## config.mk

```make
export PLATFORM = sky130hd
export DESIGN_NAME = fft_frame_ctrl
export DESIGN_NICKNAME = d
export VERILOG_FILES = /design/src/rtl/fft_frame_ctrl.sv
export SDC_FILE = /design/constraint.sdc
export NUM_CORES = 1
export LEC_CHECK = 0
export CORE_MARGIN = 3
export CORE_UTILIZATION = 45
export CTS_BUF_LIST = sky130_fd_sc_hd__clkbuf_2
export DETAILED_ROUTE_END_ITERATION = 6
export PLACE_DENSITY = 0.74
export SLEW_MARGIN = 30
export SYNTH_ARGS = -nofsm -noshare
export SYNTH_HDL_FRONTEND = slang
export SYNTH_SLANG_ARGS = --single-unit
```

## constraint.sdc

```tcl
create_clock -name clk -period 5.2 [get_ports clk]
set_input_delay 1.04 -clock clk [delete_from_list [all_inputs] [get_ports clk]]
set_output_delay 1.04 -clock clk [all_outputs]
set_load 0.02 [all_outputs]
```

## src/rtl/fft_frame_ctrl.sv

```systemverilog
// Frame sequencer in front of a pipelined radix-2 FFT core: gates a valid/ready sample stream into
// contiguous 2^NALL-sample frames and tracks frames in flight from the core's output tags.
module fft_frame_ctrl #(
    parameter int width = 16,
    parameter int NALL  = 9,
    parameter int MAXF  = 4
) (
    input  logic                    clk,
    input  logic                    areset,
    input  logic                    start,
    input  logic                    cont,
    input  logic                    stop,
    input  logic                    s_valid,
    input  logic signed [width-1:0] s_data,
    output logic                    s_ready,
    output logic                    fft_en,
    output logic [NALL-1:0]         fft_cnt,
    output logic signed [width-1:0] fft_din,
    input  logic                    fft_dout_en,
    input  logic [NALL-1:0]         fft_dout_cnt,
    output logic                    busy,
    output logic                    done,
    output logic [3:0]              in_flight,
    output logic [15:0]             frames_out,
    output logic                    seq_err
);

    localparam logic [NALL-1:0] LAST    = '1;
    localparam logic [NALL-1:0] ONE     = NALL'(1);
    localparam logic [3:0]      MAXF_L  = 4'(MAXF);

    typedef enum logic [1:0] {ST_IDLE, ST_FILL, ST_DRAIN} state_t;

    state_t                  state_q, state_d;
    logic [NALL-1:0]         cnt_q, cnt_d;
    logic                    stop_q, stop_d;
    logic                    done_q, done_d;
    logic [3:0]              in_flight_q, in_flight_d;
    logic [15:0]             frames_out_q, frames_out_d;
    logic                    seq_err_q, seq_err_d;
    logic                    out_seen_q;
    logic [NALL-1:0]         out_prev_q;
    logic                    fft_en_q;
    logic [NALL-1:0]         fft_cnt_q;
    logic signed [width-1:0] fft_din_q;

    logic            accept;
    logic            last_in;
    logic            last_out;
    logic            stop_eff;
    logic [NALL-1:0] exp_out;

    // Throttle only at a frame boundary so a frame is never split by the controller.
    assign s_ready  = (state_q == ST_FILL) && !((cnt_q == '0) && (in_flight_q == MAXF_L));
    assign accept   = s_valid && s_ready;
    assign last_in  = accept && (cnt_q == LAST);
    assign last_out = fft_dout_en && (fft_dout_cnt == LAST);
    assign stop_eff = stop_q || stop;
    assign exp_out  = out_seen_q ? (out_prev_q + ONE) : '0;

    always_comb begin
        state_d      = state_q;
        cnt_d        = cnt_q;
        stop_d       = stop_q;
        done_d       = 1'b0;
        in_flight_d  = in_flight_q;
        frames_out_d = frames_out_q;
        seq_err_d    = seq_err_q;

        if (last_in && !last_out) begin
            if (in_flight_q != MAXF_L) in_flight_d = in_flight_q + 4'd1;
        end else if (last_out && !last_in) begin
            if (in_flight_q == 4'd0) seq_err_d = 1'b1;
            else                     in_flight_d = in_flight_q - 4'd1;
        end
        if (last_out) frames_out_d = frames_out_q + 16'd1;
        if (fft_dout_en && (fft_dout_cnt != exp_out)) seq_err_d = 1'b1;

        case (state_q)
            ST_IDLE: begin
                if (start) begin
                    state_d = ST_FILL;
                    cnt_d   = '0;
                end
            end
            ST_FILL: begin
                if (stop) stop_d = 1'b1;
                if (accept) begin
                    cnt_d = cnt_q + ONE;
                    if ((cnt_q == LAST) && !(cont && !stop_eff)) state_d = ST_DRAIN;
                end else if (stop_eff && (cnt_q == '0)) begin
                    state_d = ST_DRAIN;
                end
            end
            ST_DRAIN: begin
                if (in_flight_d == 4'd0) begin
                    state_d = ST_IDLE;
                    done_d  = 1'b1;
                end
            end
            default: state_d = ST_IDLE;
        endcase

        if (state_d == ST_IDLE) stop_d = 1'b0;
    end

    always_ff @(posedge clk) begin
        if (areset) begin
            state_q      <= ST_IDLE;
            cnt_q        <= '0;
            stop_q       <= 1'b0;
            done_q       <= 1'b0;
            in_flight_q  <= 4'd0;
            frames_out_q <= 16'd0;
            seq_err_q    <= 1'b0;
            out_seen_q   <= 1'b0;
            out_prev_q   <= '0;
            fft_en_q     <= 1'b0;
            fft_cnt_q    <= '0;
            fft_din_q    <= '0;
        end else begin
            state_q      <= state_d;
            cnt_q        <= cnt_d;
            stop_q       <= stop_d;
            done_q       <= done_d;
            in_flight_q  <= in_flight_d;
            frames_out_q <= frames_out_d;
            seq_err_q    <= seq_err_d;
            if (fft_dout_en) begin
                out_seen_q <= 1'b1;
                out_prev_q <= fft_dout_cnt;
            end
            fft_en_q <= accept;
            if (accept) begin
                fft_cnt_q <= cnt_q;
                fft_din_q <= s_data;
            end
        end
    end

    assign fft_en     = fft_en_q;
    assign fft_cnt    = fft_cnt_q;
    assign fft_din    = fft_din_q;
    assign busy       = (state_q != ST_IDLE);
    assign done       = done_q;
    assign in_flight  = in_flight_q;
    assign frames_out = frames_out_q;
    assign seq_err    = seq_err_q;

endmodule

```

==> results of run 1 <==
power by group:
group,switching [W],leakage (nW),total [W],internal (W)
combinational,0.0000601,0.911,0.000117,0.0000568
sequential,0.0000116,0.568,0.000561,0.000549
clock,0.000198,0.0898,0.000407,0.000209
registers in the layout (all words and copies together), names as in the netlist:
register	count
fft_din	16
fft_en	1
out_seen_q	1
state_q	2
out_prev_q	9
done	1
frames_out	16
seq_err	1
cnt_q	9
fft_cnt	9
in_flight	4
stop_q	1
layer usage:
layer | GRT usage (%) | vias up | part of all wire [%]
li1 | - | 1611 | -
met1 | 24.2 | 1447 | 45
met2 | 32.4 | 77 | 49
met3 | 3.38 | 10 | 4.5
met4 | 8.79 | 0 | 1.3
met5 | 0 | - | 0
stage by stage:
stage                     hold WS, ns  cell area, sq um  total power [W]  util (%)
after global placement          0.441              4280         0.000686      58.6
after floorplan                 0.471              3410         0.000633         -
final                           0.467              4440          0.00108      60.8
after CTS                       0.470              4440          0.00110      60.8
after detailed placement        0.446              4280         0.000689      58.6
after global routing            0.483              4440          0.00113      60.8
cells in the mapped netlist, types with 2 or more instances:
cell and instances:
clkbuf_1 18, o21bai_1 3, or3b_2 2, a31oi_1 8, buf_1 2, mux2i_1 9
ha_1 7, nand4_1 11, nand3_1 13, nand4b_1 2, nand3b_1 3, nand2b_1 2
o32ai_1 2, nor2b_1 2, nor4b_2 2, or3_1 6, and2_1 5, nor3b_1 3
a211oi_1 4, nor2_1 49, xor2_1 18, and3_1 4, inv_1 6, a21oi_1 36
xnor2_1 8, nand2_1 76, o211ai_1 2, nor3_1 7, dfxtp_1 70, and4_1 4
o21ai_0 12, a211o_1 3, o311ai_0 2
critical path, stage by stage (launching register included):
cell and delay, ns:
dfxtp_1 0.49, inv_1 0.12, ha_1 0.29, and3b_1 0.27, and3_4 0.19, nor3_1 0.16, clkdlybuf4s50_1 0.65
logic make-up after synthesis:
group / after synthesis
multiplexers: 10
flip-flops: 70
AO/OA/AOI/OAI: 79
buffers and inverters: 27
AND/OR/NAND/NOR: 199
adder cells (fa/ha/maj): 7
XOR/XNOR: 27
cell type report:
| class | instances | area, sq um | share of cell area (%) |
|---|---|---|---|
| multi-input combinational | 322 | 1910 | 43.0 |
| sequential | 70 | 1400 | 31.6 |
| timing repair buffer | 83 | 821 | 18.5 |
| tap | 99 | 124 | 2.79 |
| clock inverter | 6 | 110 | 2.48 |
| clock buffer | 10 | 50.0 | 1.13 |
| inverter | 6 | 22.5 | 0.508 |
worst paths after layout:
kind         cells after the start           to    startpoint  slack [ns]
max                              6      s_ready  in_flight[0]        1.51
min                              2  fft_din[13]   fft_din[13]        0.47
max reg2reg                      9     cnt_q[6]  in_flight[0]        2.43
min reg2reg                      2  fft_din[13]   fft_din[13]        0.47
==> flow_summary.ini, run 1 <==
[cts]
postCtsSetupRepairBufs = 0
clk_latency_ns = 0.51
cts_hold_buffers = 0
clk_pin_slew_ns = 0.19
cts_sinks = 70
clock_path_buffers = 2
numCtsBuffers = 9
cts-root-buf = clkbuf_2
cts_resized = 0
htreeDepth = 3
cts_tree = yes

[yosys]
synth_edf_count = 0
synth_seq_cells = 70
synth-simple-area-share_pct = 28.9
muxShareOfSynthArea_pct = 2.98
synth_top_family_by_area = simple AND/OR/NAND/NOR gates
synth_xor_area_share_pct = 7.35
synth_seq_area_share_pct = 41.1
syn_area_sq_um = 3410
synth_top_area_share_pct = 41.1
synth_compound_area_share_pct = 14.1
syn-num-nets = 458
yosysTopAreaCell = dfxtp_1
async_flop_share_pct = 0
synthFlopType = dfxtp_1
ys_types = 51
yosys-top-cells-area = dfxtp_1, nand2_1, nor2_1
yosys_warnings = 0
yosys.area_share.adder_pct = 2.57
synthCells = 419
syn_avg_cell_area_sq_um = 8.13

[sta]
max_freq_ghz = 0.271
grt_setup_unrepaired = no
maxSlewViolCount = 0
max_slew_margin_pct = 52.8
timing.final.ws_setup_ns = 1.51
period_minus_slack_ns = 3.69
finalSetupTns_ns = 0
fin_skew_ns = 0.0312
hold_viol_final = 0
fin_crit_sh_pct = 71.0
worstMarginPinSlew_ns = 0.708
finalSetupViolations = 0

[floorplan]
die_h_microns = 93.0
die_area_sq_um = 8650
rows = 31
core_area_sq_um = 7290
dieWidth_microns = 93.0
start_util_pct = 46.7
pin_count = 82

[layout]
drive_above_1_share_pct = 5.84
stdcell_count = 596
fillers = 665
final_common_cell = clkdlybuf4s50_1
layout.nets = 531
area_growth_syn_to_layout_pct = 30.3
layout_common_cells = clkdlybuf4s50_1, nand2_1, dfxtp_1
n_antenna_cell = 0

[worst_setup_path]
end_kind = output pin
critPathKind = reg2out
worstPathMaxFanout = 7
cp.required_ns = 4.16
cp.arrival_ns = 2.65
start_kind = flop

[drt]
drc_errors = 0
drtIter0Drc = 165
ant_nets = 0
drt_pass1_iterations = 6
routedWlPerCell_microns = 13.6
drt-total-wl_microns = 8080
via_count = 3145
vias_per_cell = 5.28

[global_routing]
antenna_found_initial = 0
grt_pass1_wl_microns = 13600
grt_pass1_vias = 2973
grt_usage_pct = 19.3
grt_max_degree = 40
gr-total-overflow = 0

[placement]
dp.cells = 580
post-place-ws_ns = 1.43
dp_hpwl_microns = 5810
io_buffers = 81
place.gp.congestion = 0.874

[pwr]
peakVddDrop_mv = 0.151
powerDensity_nw_per_um2 = 244
leakage_nw = 1.57

[outcome]
status = finished, final reports clean

[hold_path]
hold_path_class = reg2reg

[run]
maxCapViolCount = 0
No activity file was read; power rests on OpenSTA's default activity.
==> run 2: changes to the inputs <==
Clock period 5.2 ns to 3.8 ns, I/O delays scaled along.
==> flow_summary.ini, run 2 (synthesized netlist as in run 1, its figures left out) <==
[pwr]
swShare_pct = 26.5
powerDensity_nw_per_um2 = 306
power.share.clock_pct = 31.0
p_sw_w = 0.000355
leakage_nw = 1.56
power.internal_w = 0.000988
power_frac_comb_pct = 11.8
power_frac_seq_pct = 57.1
peakVddDrop_mv = 0.177

[drt]
drc_errors = 0
drt_pass1_iterations = 4
vias_per_cell = 5.33
routedWlPerCell_microns = 13.3
drt-total-wl_microns = 7960
via_count = 3182
drtIter0Drc = 98
ant_nets = 0

[sta]
max_freq_ghz = 0.294
worstMarginPinSlew_ns = 0.837
finalSetupTns_ns = 0
max_slew_margin_pct = 44.2
fin_skew_ns = 0.0336
finalSetupViolations = 0
period_minus_slack_ns = 3.41
fin_crit_sh_pct = 89.6
hold_viol_final = 0
hold_ws_ns = 0.466
maxSlewViolCount = 0
grt_setup_unrepaired = no

[cts]
cts-root-buf = clkbuf_2
postCtsSetupRepairBufs = 0
numCtsBuffers = 9
htreeDepth = 3
cts_hold_buffers = 0
cts_tree = yes
clk_pin_slew_ns = 0.20
cts_sinks = 70
clk_latency_ns = 0.49
cts_resized = 0
clock_path_buffers = 2

[layout]
final_common_cell = clkdlybuf4s50_1
area_growth_syn_to_layout_pct = 28.9
n_antenna_cell = 0
layout.nets = 532
ff_latch_area_sq_um = 1400
layout_common_cells = clkdlybuf4s50_1, nand2_1, dfxtp_1
fin_area_sq_um = 4390
fillers = 714
stdcell_count = 597
final_util_pct = 60.2
multiInputGateArea_sq_um = 1910
drive_above_1_share_pct = 6.22

[global_routing]
gr-total-overflow = 0
grt_pass1_wl_microns = 13300
grt_max_degree = 46
grt_pass1_vias = 2958
antenna_found_initial = 0
grt_usage_pct = 18.8

[hold_path]
holdPathStages = 2
hold_start = fft_din[14]
hold_end = fft_din[14]
hold_path_class = reg2reg

[worst_setup_path]
cp.required_ns = 3.04
critPathKind = reg2out
rrSetupSlack_ns = 0.96
rr_endpoint = done
cp.arrival_ns = 2.65
worstPathMaxFanout = 7
reg2reg_from = cnt_q[0]
r2r_cells = 9
start_kind = flop
end_kind = output pin

[placement]
io_buffers = 81
dp.cells = 581
place.gp.congestion = 0.804
dp_hpwl_microns = 5700
post_dp_cell_area_sq_um = 4280

[floorplan]
dieWidth_microns = 93.0
die_h_microns = 93.0
pin_count = 82
start_util_pct = 46.7
die_area_sq_um = 8650
rows = 31
core_area_sq_um = 7290

[run]
maxCapViolCount = 0

[outcome]
status = finished, final reports clean
==> run 2: changes by cell type in the layout (fill, tap and decap cells not counted), sizes merged <==
cell and change:
clkbuf +2, buf +1, bufinv -2
==> run 2: cell type report <==
| type | instances | area share (%) |
|---|---|---|
| clock buffer | 12 | 1.37 |
| clock inverter | 4 | 1.08 |
| inverter | 6 | 0.513 |
| multi-input combinational | 322 | 43.4 |
| sequential | 70 | 31.9 |
| tap | 99 | 2.82 |
| timing repair buffer | 84 | 18.9 |
==> run 2: critical path, cell delays in order (launching register included) <==
cell and delay (ns):
dfxtp_1 0.50, inv_1 0.11, ha_1 0.29, and3b_1 0.26, and3_4 0.18, nor3_1 0.17, clkdlybuf4s50_1 0.66
==> run 2: worst max path at each step <==
stage,endpoint,startpoint
finish,s_ready,in_flight[0]
global route,s_ready,in_flight[0]
CTS,s_ready,in_flight[0]
detailed placement,done,fft_dout_cnt[3]
global placement,done,fft_dout_cnt[1]
floorplan,done,in_flight[0]
==> run 2: power by group through the flow <==
stage	logic, W	registers, W	clock network (W)
6_report	0.000159	0.000767	0.000416
4_1_cts	0.000160	0.000767	0.000432
2_1_floorplan	0.0000810	0.000786	0
5_1_grt	0.000174	0.000771	0.000470
3_3_place_gp	0.000157	0.000781	0
3_5_place_dp	0.000160	0.000782	0
==> run 2: through the flow <==
| stage | setup slack (ns) | power, W |
|---|---|---|
| 2_1_floorplan | 1.25 | 0.000867 |
| 3_3_place_gp | 0.689 | 0.000938 |
| 3_5_place_dp | 0.606 | 0.000942 |
| 4_1_cts | 0.369 | 0.00136 |
| 5_1_grt | 0.236 | 0.00142 |
| 6_report | 0.395 | 0.00134 |
==> run 2: routing by layer <==
layer	GRT usage (%)	routed length, microns	vias to the layer above
met5	0	0	-
met4	7.57	119	0
met3	4.10	301	11
met2	31.3	3900	57
met1	23.6	3640	1497
li1	-	-	1617
